## src/rtl/lsu_wb_if.sv

```systemverilog
// Load/store unit bus bundle: execute-stage request, data-memory req/ack handshake
// and the register-file write port driven by the LSU.
interface lsu_wb_if;
    localparam int unsigned DW = 32;
    localparam int unsigned OW = 6;
    localparam int unsigned AW = 5;

    logic          Start;
    logic [OW-1:0] Opcode;
    logic [DW-1:0] Addr;
    logic [DW-1:0] Sdata;
    logic [AW-1:0] Rt;
    logic          Mreq;
    logic          Mwe;
    logic [DW-1:0] Maddr;
    logic [DW-1:0] Mwdata;
    logic [DW-1:0] Mrdata;
    logic          Mack;
    logic          Busy;
    logic          Wen;
    logic [AW-1:0] Wadr;
    logic [DW-1:0] Wdata;
    logic          Err;

    modport master (
        input  Start, Opcode, Addr, Sdata, Rt, Mrdata, Mack,
        output Mreq, Mwe, Maddr, Mwdata, Busy, Wen, Wadr, Wdata, Err
    );

    modport slave (
        output Start, Opcode, Addr, Sdata, Rt, Mrdata, Mack,
        input  Mreq, Mwe, Maddr, Mwdata, Busy, Wen, Wadr, Wdata, Err
    );
endinterface

```

## src/rtl/lsu_wb.sv

```systemverilog
// Load/store unit: runs LW/SW accesses over a req/ack data-memory handshake with a
// timeout, and drives the register-file write port for completed loads.
module lsu_wb #(
    parameter int unsigned TIMEOUT = 16,
    parameter logic [5:0]  LW_OP   = 6'b100011,
    parameter logic [5:0]  SW_OP   = 6'b101011
) (
    input  logic     CLK,
    input  logic     RST_N,
    lsu_wb_if.master bus
);
    localparam int unsigned DW    = 32;
    localparam int unsigned AW    = 5;
    localparam int unsigned CNT_W = 8;
    localparam logic [CNT_W-1:0] CNT_LAST = CNT_W'(TIMEOUT - 1);

    typedef enum logic [1:0] {
        S_IDLE   = 2'd0,
        S_ACCESS = 2'd1,
        S_WB     = 2'd2
    } state_e;

    state_e           r_state, w_state_nxt;
    logic             r_mreq, w_mreq_nxt;
    logic             r_mwe, w_mwe_nxt;
    logic [DW-1:0]    r_maddr, w_maddr_nxt;
    logic [DW-1:0]    r_mwdata, w_mwdata_nxt;
    logic             r_busy, w_busy_nxt;
    logic             r_wen, w_wen_nxt;
    logic [AW-1:0]    r_wadr, w_wadr_nxt;
    logic [DW-1:0]    r_wdata, w_wdata_nxt;
    logic             r_err, w_err_nxt;
    logic [AW-1:0]    r_rt, w_rt_nxt;
    logic [CNT_W-1:0] r_cnt, w_cnt_nxt;
    logic             w_op_ok;
    logic             w_aligned;

    assign w_op_ok   = (bus.Opcode == LW_OP) || (bus.Opcode == SW_OP);
    assign w_aligned = (bus.Addr[1:0] == 2'b00);

    // Next-state and next-output logic; r_mwe doubles as the latched op (0 = LW).
    always_comb begin
        w_state_nxt  = r_state;
        w_mreq_nxt   = r_mreq;
        w_mwe_nxt    = r_mwe;
        w_maddr_nxt  = r_maddr;
        w_mwdata_nxt = r_mwdata;
        w_busy_nxt   = r_busy;
        w_wen_nxt    = 1'b0;
        w_wadr_nxt   = r_wadr;
        w_wdata_nxt  = r_wdata;
        w_err_nxt    = 1'b0;
        w_rt_nxt     = r_rt;
        w_cnt_nxt    = r_cnt;

        unique case (r_state)
            S_IDLE: begin
                if (bus.Start && w_op_ok) begin
                    if (w_aligned) begin
                        w_state_nxt  = S_ACCESS;
                        w_mreq_nxt   = 1'b1;
                        w_mwe_nxt    = (bus.Opcode == SW_OP);
                        w_busy_nxt   = 1'b1;
                        w_cnt_nxt    = '0;
                        w_maddr_nxt  = {2'b00, bus.Addr[DW-1:2]};
                        w_mwdata_nxt = bus.Sdata;
                        w_rt_nxt     = bus.Rt;
                    end else begin
                        w_err_nxt = 1'b1;
                    end
                end
            end

            S_ACCESS: begin
                // An acknowledge takes priority over an expiring timeout.
                if (bus.Mack) begin
                    w_mreq_nxt = 1'b0;
                    w_busy_nxt = 1'b0;
                    if (r_mwe) begin
                        w_state_nxt = S_IDLE;
                    end else begin
                        w_state_nxt = S_WB;
                        w_wen_nxt   = 1'b1;
                        w_wadr_nxt  = r_rt;
                        w_wdata_nxt = bus.Mrdata;
                    end
                end else if (r_cnt == CNT_LAST) begin
                    w_state_nxt = S_IDLE;
                    w_mreq_nxt  = 1'b0;
                    w_busy_nxt  = 1'b0;
                    w_err_nxt   = 1'b1;
                end else begin
                    w_cnt_nxt = r_cnt + CNT_W'(1);
                end
            end

            S_WB: begin
                w_state_nxt = S_IDLE;
            end

            default: begin
                w_state_nxt = S_IDLE;
            end
        endcase
    end

    always_ff @(posedge CLK or negedge RST_N) begin
        if (!RST_N) begin
            r_state  <= S_IDLE;
            r_mreq   <= 1'b0;
            r_mwe    <= 1'b0;
            r_maddr  <= '0;
            r_mwdata <= '0;
            r_busy   <= 1'b0;
            r_wen    <= 1'b0;
            r_wadr   <= '0;
            r_wdata  <= '0;
            r_err    <= 1'b0;
            r_rt     <= '0;
            r_cnt    <= '0;
        end else begin
            r_state  <= w_state_nxt;
            r_mreq   <= w_mreq_nxt;
            r_mwe    <= w_mwe_nxt;
            r_maddr  <= w_maddr_nxt;
            r_mwdata <= w_mwdata_nxt;
            r_busy   <= w_busy_nxt;
            r_wen    <= w_wen_nxt;
            r_wadr   <= w_wadr_nxt;
            r_wdata  <= w_wdata_nxt;
            r_err    <= w_err_nxt;
            r_rt     <= w_rt_nxt;
            r_cnt    <= w_cnt_nxt;
        end
    end

    assign bus.Mreq   = r_mreq;
    assign bus.Mwe    = r_mwe;
    assign bus.Maddr  = r_maddr;
    assign bus.Mwdata = r_mwdata;
    assign bus.Busy   = r_busy;
    assign bus.Wen    = r_wen;
    assign bus.Wadr   = r_wadr;
    assign bus.Wdata  = r_wdata;
    assign bus.Err    = r_err;
endmodule

```

## src/flat_wrapper.sv

```systemverilog
// flat-port wrapper written by rule: the top's interface ports become plain ports
module lsu_wb_flat 
#(
    parameter int unsigned TIMEOUT = 16,
    parameter logic [5:0]  LW_OP   = 6'b100011,
    parameter logic [5:0]  SW_OP   = 6'b101011
)
  (CLK, RST_N, bus_Start, bus_Opcode, bus_Addr, bus_Sdata, bus_Rt, bus_Mrdata, bus_Mack, bus_Mreq, bus_Mwe, bus_Maddr, bus_Mwdata, bus_Busy, bus_Wen, bus_Wadr, bus_Wdata, bus_Err);
  lsu_wb_if bus_i ();
  input  logic CLK;
  input  logic RST_N;
  input wire logic [$bits(bus_i.Start)-1:0] bus_Start;
  input wire logic [$bits(bus_i.Opcode)-1:0] bus_Opcode;
  input wire logic [$bits(bus_i.Addr)-1:0] bus_Addr;
  input wire logic [$bits(bus_i.Sdata)-1:0] bus_Sdata;
  input wire logic [$bits(bus_i.Rt)-1:0] bus_Rt;
  input wire logic [$bits(bus_i.Mrdata)-1:0] bus_Mrdata;
  input wire logic [$bits(bus_i.Mack)-1:0] bus_Mack;
  output wire logic [$bits(bus_i.Mreq)-1:0] bus_Mreq;
  output wire logic [$bits(bus_i.Mwe)-1:0] bus_Mwe;
  output wire logic [$bits(bus_i.Maddr)-1:0] bus_Maddr;
  output wire logic [$bits(bus_i.Mwdata)-1:0] bus_Mwdata;
  output wire logic [$bits(bus_i.Busy)-1:0] bus_Busy;
  output wire logic [$bits(bus_i.Wen)-1:0] bus_Wen;
  output wire logic [$bits(bus_i.Wadr)-1:0] bus_Wadr;
  output wire logic [$bits(bus_i.Wdata)-1:0] bus_Wdata;
  output wire logic [$bits(bus_i.Err)-1:0] bus_Err;
  assign bus_i.Start = bus_Start;
  assign bus_i.Opcode = bus_Opcode;
  assign bus_i.Addr = bus_Addr;
  assign bus_i.Sdata = bus_Sdata;
  assign bus_i.Rt = bus_Rt;
  assign bus_i.Mrdata = bus_Mrdata;
  assign bus_i.Mack = bus_Mack;
  assign bus_Mreq = bus_i.Mreq;
  assign bus_Mwe = bus_i.Mwe;
  assign bus_Maddr = bus_i.Maddr;
  assign bus_Mwdata = bus_i.Mwdata;
  assign bus_Busy = bus_i.Busy;
  assign bus_Wen = bus_i.Wen;
  assign bus_Wadr = bus_i.Wadr;
  assign bus_Wdata = bus_i.Wdata;
  assign bus_Err = bus_i.Err;
  lsu_wb #(.TIMEOUT(TIMEOUT), .LW_OP(LW_OP), .SW_OP(SW_OP)) u_core (.CLK(CLK), .RST_N(RST_N), .bus(bus_i));
endmodule
```

## config.mk

```make
export PLATFORM = sky130hd
export DESIGN_NAME = lsu_wb_flat
export DESIGN_NICKNAME = d
export VERILOG_FILES = /design/src/rtl/lsu_wb_if.sv /design/src/rtl/lsu_wb.sv /design/src/flat_wrapper.sv
export SDC_FILE = /design/constraint.sdc
export NUM_CORES = 1
export LEC_CHECK = 0
export BUFFER_PORTS_ARGS = -buffer_cell sky130_fd_sc_hd__buf_2
export CAP_MARGIN = 20
export CORE_ASPECT_RATIO = 1.75
export CORE_UTILIZATION = 43
export DETAILED_ROUTE_END_ITERATION = 7
export GPL_TIMING_DRIVEN = 0
export PLACE_DENSITY = 0.87
export SLEW_MARGIN = 25
export SYNTH_ARGS = -nofsm -noshare
export SYNTH_HDL_FRONTEND = slang
export SYNTH_SLANG_ARGS = --single-unit
```

## constraint.sdc

```tcl
create_clock -name CLK -period 1.7 [get_ports CLK]
set_clock_uncertainty 0.1 [all_clocks]
set_input_delay 0.255 -clock CLK [delete_from_list [all_inputs] [get_ports CLK]]
set_output_delay 0.255 -clock CLK [all_outputs]
set_load 0.02 [all_outputs]
```

==> results of run 1 <==
-- layer usage --
| metal | wire, um | track usage (%) | vias to the layer above |
|---|---|---|---|
| li1 | - | - | 1735 |
| met2 | 8583 | 49.98 | 177 |
| met4 | 541 | 14.07 | 0 |
| met1 | 5142 | 26.00 | 1926 |
| met3 | 856 | 6.901 | 48 |
| met5 | 0 | 0 | - |
-- how the worst max path moves through the flow --
stage                                        startpoint                                 to  slack [ns]
after floorplan           u_core.r_state[1]$_DFFE_PN0P_    u_core.bus.Maddr[0]$_DFFE_PN0P_       -0.13
after global placement                            RST_N  u_core.bus.Mwdata[16]$_DFFE_PN0P_       -0.98
after detailed placement  u_core.r_state[1]$_DFFE_PN0P_     u_core.bus.Wadr[2]$_DFFE_PN0P_       -0.29
after CTS                 u_core.r_state[1]$_DFFE_PN0P_  u_core.bus.Mwdata[12]$_DFFE_PN0P_       -0.21
after global routing      u_core.r_state[1]$_DFFE_PN0P_  u_core.bus.Mwdata[27]$_DFFE_PN0P_       -0.28
final                     u_core.r_state[1]$_DFFE_PN0P_  u_core.bus.Mwdata[13]$_DFFE_PN0P_       -0.20
-- kinds of logic after synthesis --
logic type | count (synthesis)
fa+ha+maj | 1
buf+inv | 19
compound gates | 26
flops | 118
simple gates | 20
other cells | 1
mux | 104
-- worst max-delay path, delay by kind of cell (launching register included) --
kind	cells	cell delay [ns]
buf+inv	2	0.32
flops	1	0.36
mux	1	0.30
simple gates	2	0.69
-- where the power goes --
part	total [W]	switching (W)	internal (W)
clock network	0.00360	0.00126	0.00234
logic	0.00142	0.000686	0.000737
registers	0.00324	0.000167	0.00308
-- cells in the mapped netlist (2+ instances only) --
master and count:
sky130_fd_sc_hd__o21a_1 3, sky130_fd_sc_hd__nand2_1 4, sky130_fd_sc_hd__buf_12 6, sky130_fd_sc_hd__dfrtp_1 118, sky130_fd_sc_hd__mux2_2 31, sky130_fd_sc_hd__a21oi_1 7
sky130_fd_sc_hd__buf_4 3, sky130_fd_sc_hd__a21o_1 2, sky130_fd_sc_hd__nor3b_1 2, sky130_fd_sc_hd__mux2_1 8, sky130_fd_sc_hd__a31oi_1 5, sky130_fd_sc_hd__or3_1 2
sky130_fd_sc_hd__clkbuf_1 3, sky130_fd_sc_hd__mux2_4 65, sky130_fd_sc_hd__o21ai_0 3, sky130_fd_sc_hd__buf_2 4, sky130_fd_sc_hd__and3_1 3
-- registers in the layout (all words and copies together) (netlist names) --
signal	flops
u_core.bus.Mwdata	32
u_core.bus.Wdata	32
u_core.bus.Maddr	30
u_core.r_cnt	8
u_core.bus.Wadr	5
u_core.r_rt	5
u_core.r_state	2
u_core.bus.Err	1
u_core.bus.Mreq	1
u_core.bus.Mwe	1
u_core.bus.Wen	1
-- stage by stage --
stage          setup WS [ns]  std cells
6_report             -0.1991        786
5_1_grt              -0.2804        785
4_1_cts              -0.2061        784
3_5_place_dp         -0.2917        637
3_3_place_gp         -0.9782        636
2_1_floorplan        -0.1288        290
-- final cells by class --
class / instances / area share (%)
clock inverters: 12 / 1.859
flip-flops and latches: 118 / 35.68
clock buffers: 20 / 5.395
repair buffers: 334 / 29.12
inverters: 1 / 0.04534
well taps: 132 / 1.995
plain buffers: 14 / 2.554
multi-input cells: 153 / 23.29
diodes: 2 / 0.06045
-- repair_timing --
action                                  CTS  global route
setup buffers                            11             2
resized for setup                        54             9
hold buffers                            101             0
endpoints found under the setup margin  108           114
pin swaps                                 4             2
gates cloned                              5             0
endpoints found under the hold margin   152             0
==> qor.yml, run 1 <==
job:
  timing.max_cap.violations: 0
grt:
  first_global_vias: 4520
  overflow: 0
  antenna_found_initial: 1
  largest_net_degree_at_the_start_of_global_routing: 66
  grt.total_usage_pct: 26.87
  grt_pass1_wl_um: 22780
finish:
  finished_core_util_pct: 74.57
  most-common-layout-cells: "sky130_fd_sc_hd__buf_2 (213), sky130_fd_sc_hd__dfrtp_1 (117), sky130_fd_sc_hd__dlygate4sd3_1 (101), sky130_fd_sc_hd__mux2_4 (90), sky130_fd_sc_hd__clkbuf_16 (17)"
  final_layout_size_suffix_gt1_share_pct: 60.58
  finalNetCount: 751
  synthesis_to_layout_area_growth_pct: 69.32
  final.fill_count: 660
  final_area_sq_mm: 0.008279
  regArea_sq_mm: 0.002954
  final_common_cell: "sky130_fd_sc_hd__buf_2"
  multiInputGateArea_sq_mm: 0.001928
synth:
  synth.mux.area_fraction_pct: 28.94
  sequential_to_total_area_share_from_yosys_stat_pct: 60.39
  synth-compound-area-share_pct: 3.659
  post_synth_fa_ha_maj_area_fraction_pct: 0.2559
  count_of_different_cell_masters_after_synthesis: 37
  count_of_flip_flops_with_a_built_in_enable_after_synthesis: 0
  synth_simple_gate_area_share_pct: 2.508
  async_flop_share_pct: 100.0
  synthesized_flop_and_latch_total: 118
  synthFlopType: "sky130_fd_sc_hd__dfrtp_1"
  post-synth-top-area-cell: "sky130_fd_sc_hd__dfrtp_1"
  syn-cell-area_sq_mm: 0.004890
  dominant_combinational_cell_family_by_area_after_synthesis: "multiplexers"
  yosys_warnings: 0
  synthCells: 289
  synth_top_area_share_pct: 60.39
  synth.area.top_cells: "sky130_fd_sc_hd__dfrtp_1 (60%), sky130_fd_sc_hd__mux2_4 (20%), sky130_fd_sc_hd__mux2_2 (7.1%)"
  syn_avg_cell_area_sq_um: 16.92
  synth_xor_xnor_area_share_pct: 0
cts:
  cts_root_buf: "sky130_fd_sc_hd__clkbuf_16"
  cts_made_buffers: 17
  cts_tree: "built"
  cts.sink_count: 118
  cts-root-to-sink-buffers: 2
  cts.reportedPaths.clkPinSlew_ns: 0.06
  clk_latency_ns: 0.40
  cts_htree_levels: 4
worst_setup_path:
  r2r.worst_path.cells: 5
  crit_path_top_delay_cell: "sky130_fd_sc_hd__or3_4"
  r2r-end: "u_core.bus.Mwdata[13]$_DFFE_PN0P_"
  critPathMaxFanout: 10
  crit_path_max_incr_delay_ns: 0.39
  endpoint_kind: "register"
  regToRegSetupSlack_ns: -0.20
  critical_path.most_common_cell: "sky130_fd_sc_hd__buf_12"
  cp_data_required_time_ns: 1.88
  start_kind: "register"
  setup.worst_path.class: "reg2reg"
  crit-reg2reg-launch: "u_core.r_state[1]$_DFFE_PN0P_"
  critPathArrivalTime_ns: 2.08
  path_cells: "or3_1, or3_4, buf_12, buf_12, mux2_4"
floorplanning:
  rows: 51
  die_width_um: 82.61
  chipHeight_um: 143.1
  boundaryPins: 217
  core_region_area_sq_mm: 0.01110
  full_die_area_sq_mm: 0.01182
  start_util_pct: 44.04
sta:
  timing.hold.ws_ns: 0.02654
  grt_setup_unrepaired: "true"
  layout_worst_path_cycle_share_pct: 111.7
  relSlewSlack_pct: 65.95
  maxSlewViolCount: 0
  fmax_mhz: 526.6
  final.setup.tns_ns: -15.59
  max_slew.worst_pin.slew_ns: 0.5107
  hold_viol_final: 0
  finalCriticalPeriod_ns: 1.899
  setup_viol: 102
  post-route-worst-setup-slack_ns: -0.1991
power:
  cell_area_power_density_mw_per_mm2: 999.0
  leakagePower_nw: 4.512
  peakVddDrop_uv: 819.6
  post-layout-total-power_w: 0.008271
run_status:
  outcome: "finished, violations left"
  violations_in_the_final_reports: "setup timing"
hold_path:
  worst_hold_path_type: "in2reg"
  hold_depth: 2
  worstHoldEndpoint: "u_core.bus.Wdata[19]$_DFFE_PN0P_"
  hold_path.startpoint: "bus_Mrdata[19]"
detailed_routing:
  post_drt_via_cell_ratio: 4.944
  routed-via-count: 3886
  antenna_left: 0
  routed_wl_per_cell_um: 19.24
  firstDrtPassIters: 4
  drt_wl_total_um: 15120
  post_route_drc_violation_count: 0
  drt-initial-drc-count: 142
placement:
  io_buffers: 214
  routabilityCongestion: 0.7332
  placed_cell_area_sq_mm: 0.006193
  dp_hpwl_um: 8070
Note: power is estimated with default switching activity, not from simulation.
==> inputs of run 2 (changes only) <==
--- a/config.mk
+++ b/config.mk
@@ -8,10 +8,11 @@
 export BUFFER_PORTS_ARGS = -buffer_cell sky130_fd_sc_hd__buf_2
 export CAP_MARGIN = 20
 export CORE_ASPECT_RATIO = 1.75
-export CORE_UTILIZATION = 43
+export CORE_UTILIZATION = 44
+export CTS_BUF_LIST = sky130_fd_sc_hd__clkbuf_4
 export DETAILED_ROUTE_END_ITERATION = 7
 export GPL_TIMING_DRIVEN = 0
-export PLACE_DENSITY = 0.87
+export PLACE_DENSITY = 0.88
 export SLEW_MARGIN = 25
 export SYNTH_ARGS = -nofsm -noshare
 export SYNTH_HDL_FRONTEND = slang
==> run 2 against run 1 <==
The flow still finishes with violations (setup timing). Die area fell by 2.2%. Sequential power about the same. Critical path depth did not move. Highest routed layer unchanged. Clock power decreased by 48%. Register-to-register slack got worse by 0.04 ns. First-iteration DRC count grew 1.4%. Hold slack better by 0.037 ns. Final cell count rose by 0.64%. Total power decreased by 20%. Worst setup slack lost 0.043 ns.
==> qor.yml, run 2 (synthesis results as in run 1) <==
placement:
  routabilityCongestion: 0.7942  # +8.3%
  io_buffers: 214  # unchanged
  dp_hpwl_um: 8162  # +1.1%
  placed_cell_area_sq_mm: 0.006191  # about the same
sta:
  max_slew.worst_pin.slew_ns: 0.5455  # +0.03481 ns
  grt_setup_unrepaired: "true"
  layout_worst_path_cycle_share_pct: 114.2  # +2.5 points
  maxSlewViolCount: 0  # unchanged
  hold_viol_final: 0  # unchanged
  fmax_mhz: 515.0  # -2.2%
  relSlewSlack_pct: 63.63  # -2.3 points
  setup_viol: 113  # +11%
  finalCriticalPeriod_ns: 1.942  # +0.04276 ns
  post-route-worst-setup-slack_ns: -0.2419  # -0.04276 ns
grt:
  largest_net_degree_at_the_start_of_global_routing: 62  # -6.1%
  antenna_found_initial: 1  # unchanged
  overflow: 0  # unchanged
  first_global_vias: 4427  # -2.1%
  grt.total_usage_pct: 26.63  # -0.25 points
  grt_pass1_wl_um: 22600  # -0.79%
cts:
  cts.reportedPaths.clkPinSlew_ns: 0.12  # +0.06 ns
  cts.sink_count: 118  # unchanged
  cts_root_buf: "sky130_fd_sc_hd__clkbuf_4"
  cts_tree: "built"
  clk_latency_ns: 0.51  # +0.11 ns
  cts-root-to-sink-buffers: 2  # unchanged
  cts_made_buffers: 17  # unchanged
  cts_htree_levels: 4  # unchanged
finish:
  final_area_sq_mm: 0.008004  # -3.3%
  final_layout_size_suffix_gt1_share_pct: 60.45  # -0.13 points
  most-common-layout-cells: "sky130_fd_sc_hd__buf_2 (214), sky130_fd_sc_hd__dfrtp_1 (116), sky130_fd_sc_hd__dlygate4sd3_1 (106), sky130_fd_sc_hd__mux2_4 (101), sky130_fd_sc_hd__clkbuf_4 (17)"
  finalNetCount: 759  # +1.1%
  final.fill_count: 637  # -3.5%
  synthesis_to_layout_area_growth_pct: 63.69
  final_common_cell: "sky130_fd_sc_hd__buf_2"
  finished_core_util_pct: 74.38  # -0.18 points
worst_setup_path:
  cp_data_required_time_ns: 2.00  # +0.12 ns
  critPathMaxFanout: 5  # -5
  start_kind: "register"
  setup.worst_path.class: "reg2reg"
  critPathArrivalTime_ns: 2.24  # +0.16 ns
  endpoint_kind: "register"
hold_path:
  worst_hold_path_type: "in2reg"
floorplanning:
  core_region_area_sq_mm: 0.01076  # -3.1%
  chipHeight_um: 141.5  # -1.1%
  start_util_pct: 45.44  # +1.4 points
  boundaryPins: 217  # unchanged
  die_width_um: 81.69  # -1.1%
  rows: 50  # -2.0%
  full_die_area_sq_mm: 0.01156  # -2.2%
detailed_routing:
  routed-via-count: 3958  # +1.9%
  post_route_drc_violation_count: 0  # unchanged
  drt_wl_total_um: 15300  # +1.2%
  firstDrtPassIters: 4  # unchanged
  drt-initial-drc-count: 144  # +1.4%
  antenna_left: 0  # unchanged
  routed_wl_per_cell_um: 19.34  # +0.52%
  post_drt_via_cell_ratio: 5.004  # +1.2%
run_status:
  violations_in_the_final_reports: "setup timing"
  outcome: "finished, violations left"
power:
  peakVddDrop_uv: 768.0  # -6.3%
  post-layout-total-power_w: 0.006592  # -20%
  cell_area_power_density_mw_per_mm2: 823.6  # -18%
  leakagePower_nw: 4.409  # -2.3%
job:
  timing.max_cap.violations: 0  # unchanged
==> run 2: worst paths after layout <==
check                                                       from                           endpoint  slack (ns)  cells after the start
worst min register to register  u_core.bus.Mwdata[9]$_DFFE_PN0P_   u_core.bus.Mwdata[9]$_DFFE_PN0P_        0.42                      1
worst min-delay path                                 bus_Addr[1]           u_core.bus.Err$_DFF_PN0_        0.06                      3
max in group asynchronous                                  RST_N   u_core.bus.Maddr[13]$_DFFE_PN0P_        0.63                      3
worst max register to register     u_core.r_state[1]$_DFFE_PN0P_  u_core.bus.Mwdata[14]$_DFFE_PN0P_       -0.24                      5
min in group asynchronous                                  RST_N   u_core.bus.Maddr[25]$_DFFE_PN0P_        0.16                      2
worst max-delay path               u_core.r_state[1]$_DFFE_PN0P_  u_core.bus.Mwdata[14]$_DFFE_PN0P_       -0.24                      5
==> run 2: per-layer routing <==
| layer | up-vias | GRT usage [%] | share of wire (%) |
|---|---|---|---|
| met5 | - | 0 | 0 |
| met4 | 0 | 15.51 | 3.9 |
| met3 | 52 | 7.010 | 5.5 |
| met2 | 201 | 48.73 | 56 |
| met1 | 1953 | 25.67 | 34 |
| li1 | 1752 | - | - |
==> run 2: repair_timing <==
item                                   in CTS  in global routing
buffers inserted                           13                  5
pin swaps                                   3                  4
endpoints found under the hold margin     159                  0
gates cloned                                4                  2
hold buffers                              106                  0
setup endpoints to repair                 115                115
gates resized for setup                    64                 16
==> run 2: layout make-up <==
type | instances | area [sq um] | share of cell area [%]
sequential | 118 | 2955 | 36.92
timing repair buffer | 342 | 2457 | 30.70
multi-input combinational | 153 | 1954 | 24.42
buffer | 14 | 214.0 | 2.673
tap | 130 | 162.7 | 2.032
clock buffer | 17 | 127.6 | 1.594
clock inverter | 15 | 126.4 | 1.579
inverter | 1 | 3.754 | 0.04690
antenna | 1 | 2.502 | 0.03126
==> run 2: stage by stage <==
stage	TNS, ns	setup WS [ns]	std cells	hold slack (ns)
3_5_place_dp	-26.21	-0.3489	635	0.1575
2_1_floorplan	-8.450	-0.1288	290	-0.1406
5_1_grt	-23.71	-0.2852	791	0.06785
6_report	-18.13	-0.2419	791	0.06390
4_1_cts	-18.29	-0.2269	789	0.007336
3_3_place_gp	-135.82	-0.9617	634	0.3361
==> run 2: report_power, final <==
| part | switching [W] | internal [W] | total [W] |
|---|---|---|---|
| combinational | 0.000703 | 0.000781 | 0.00148 |
| clock | 0.00114 | 0.000728 | 0.00187 |
| sequential | 0.000171 | 0.00307 | 0.00324 |
==> run 2: worst max-delay path, cell delays in order (launching register included) <==
cell and delay, ns:
sky130_fd_sc_hd__dfrtp_1 0.40, sky130_fd_sc_hd__or3_1 0.30, sky130_fd_sc_hd__or3_4 0.38, sky130_fd_sc_hd__clkbuf_16 0.18, sky130_fd_sc_hd__clkbuf_16 0.16, sky130_fd_sc_hd__mux2_4 0.30
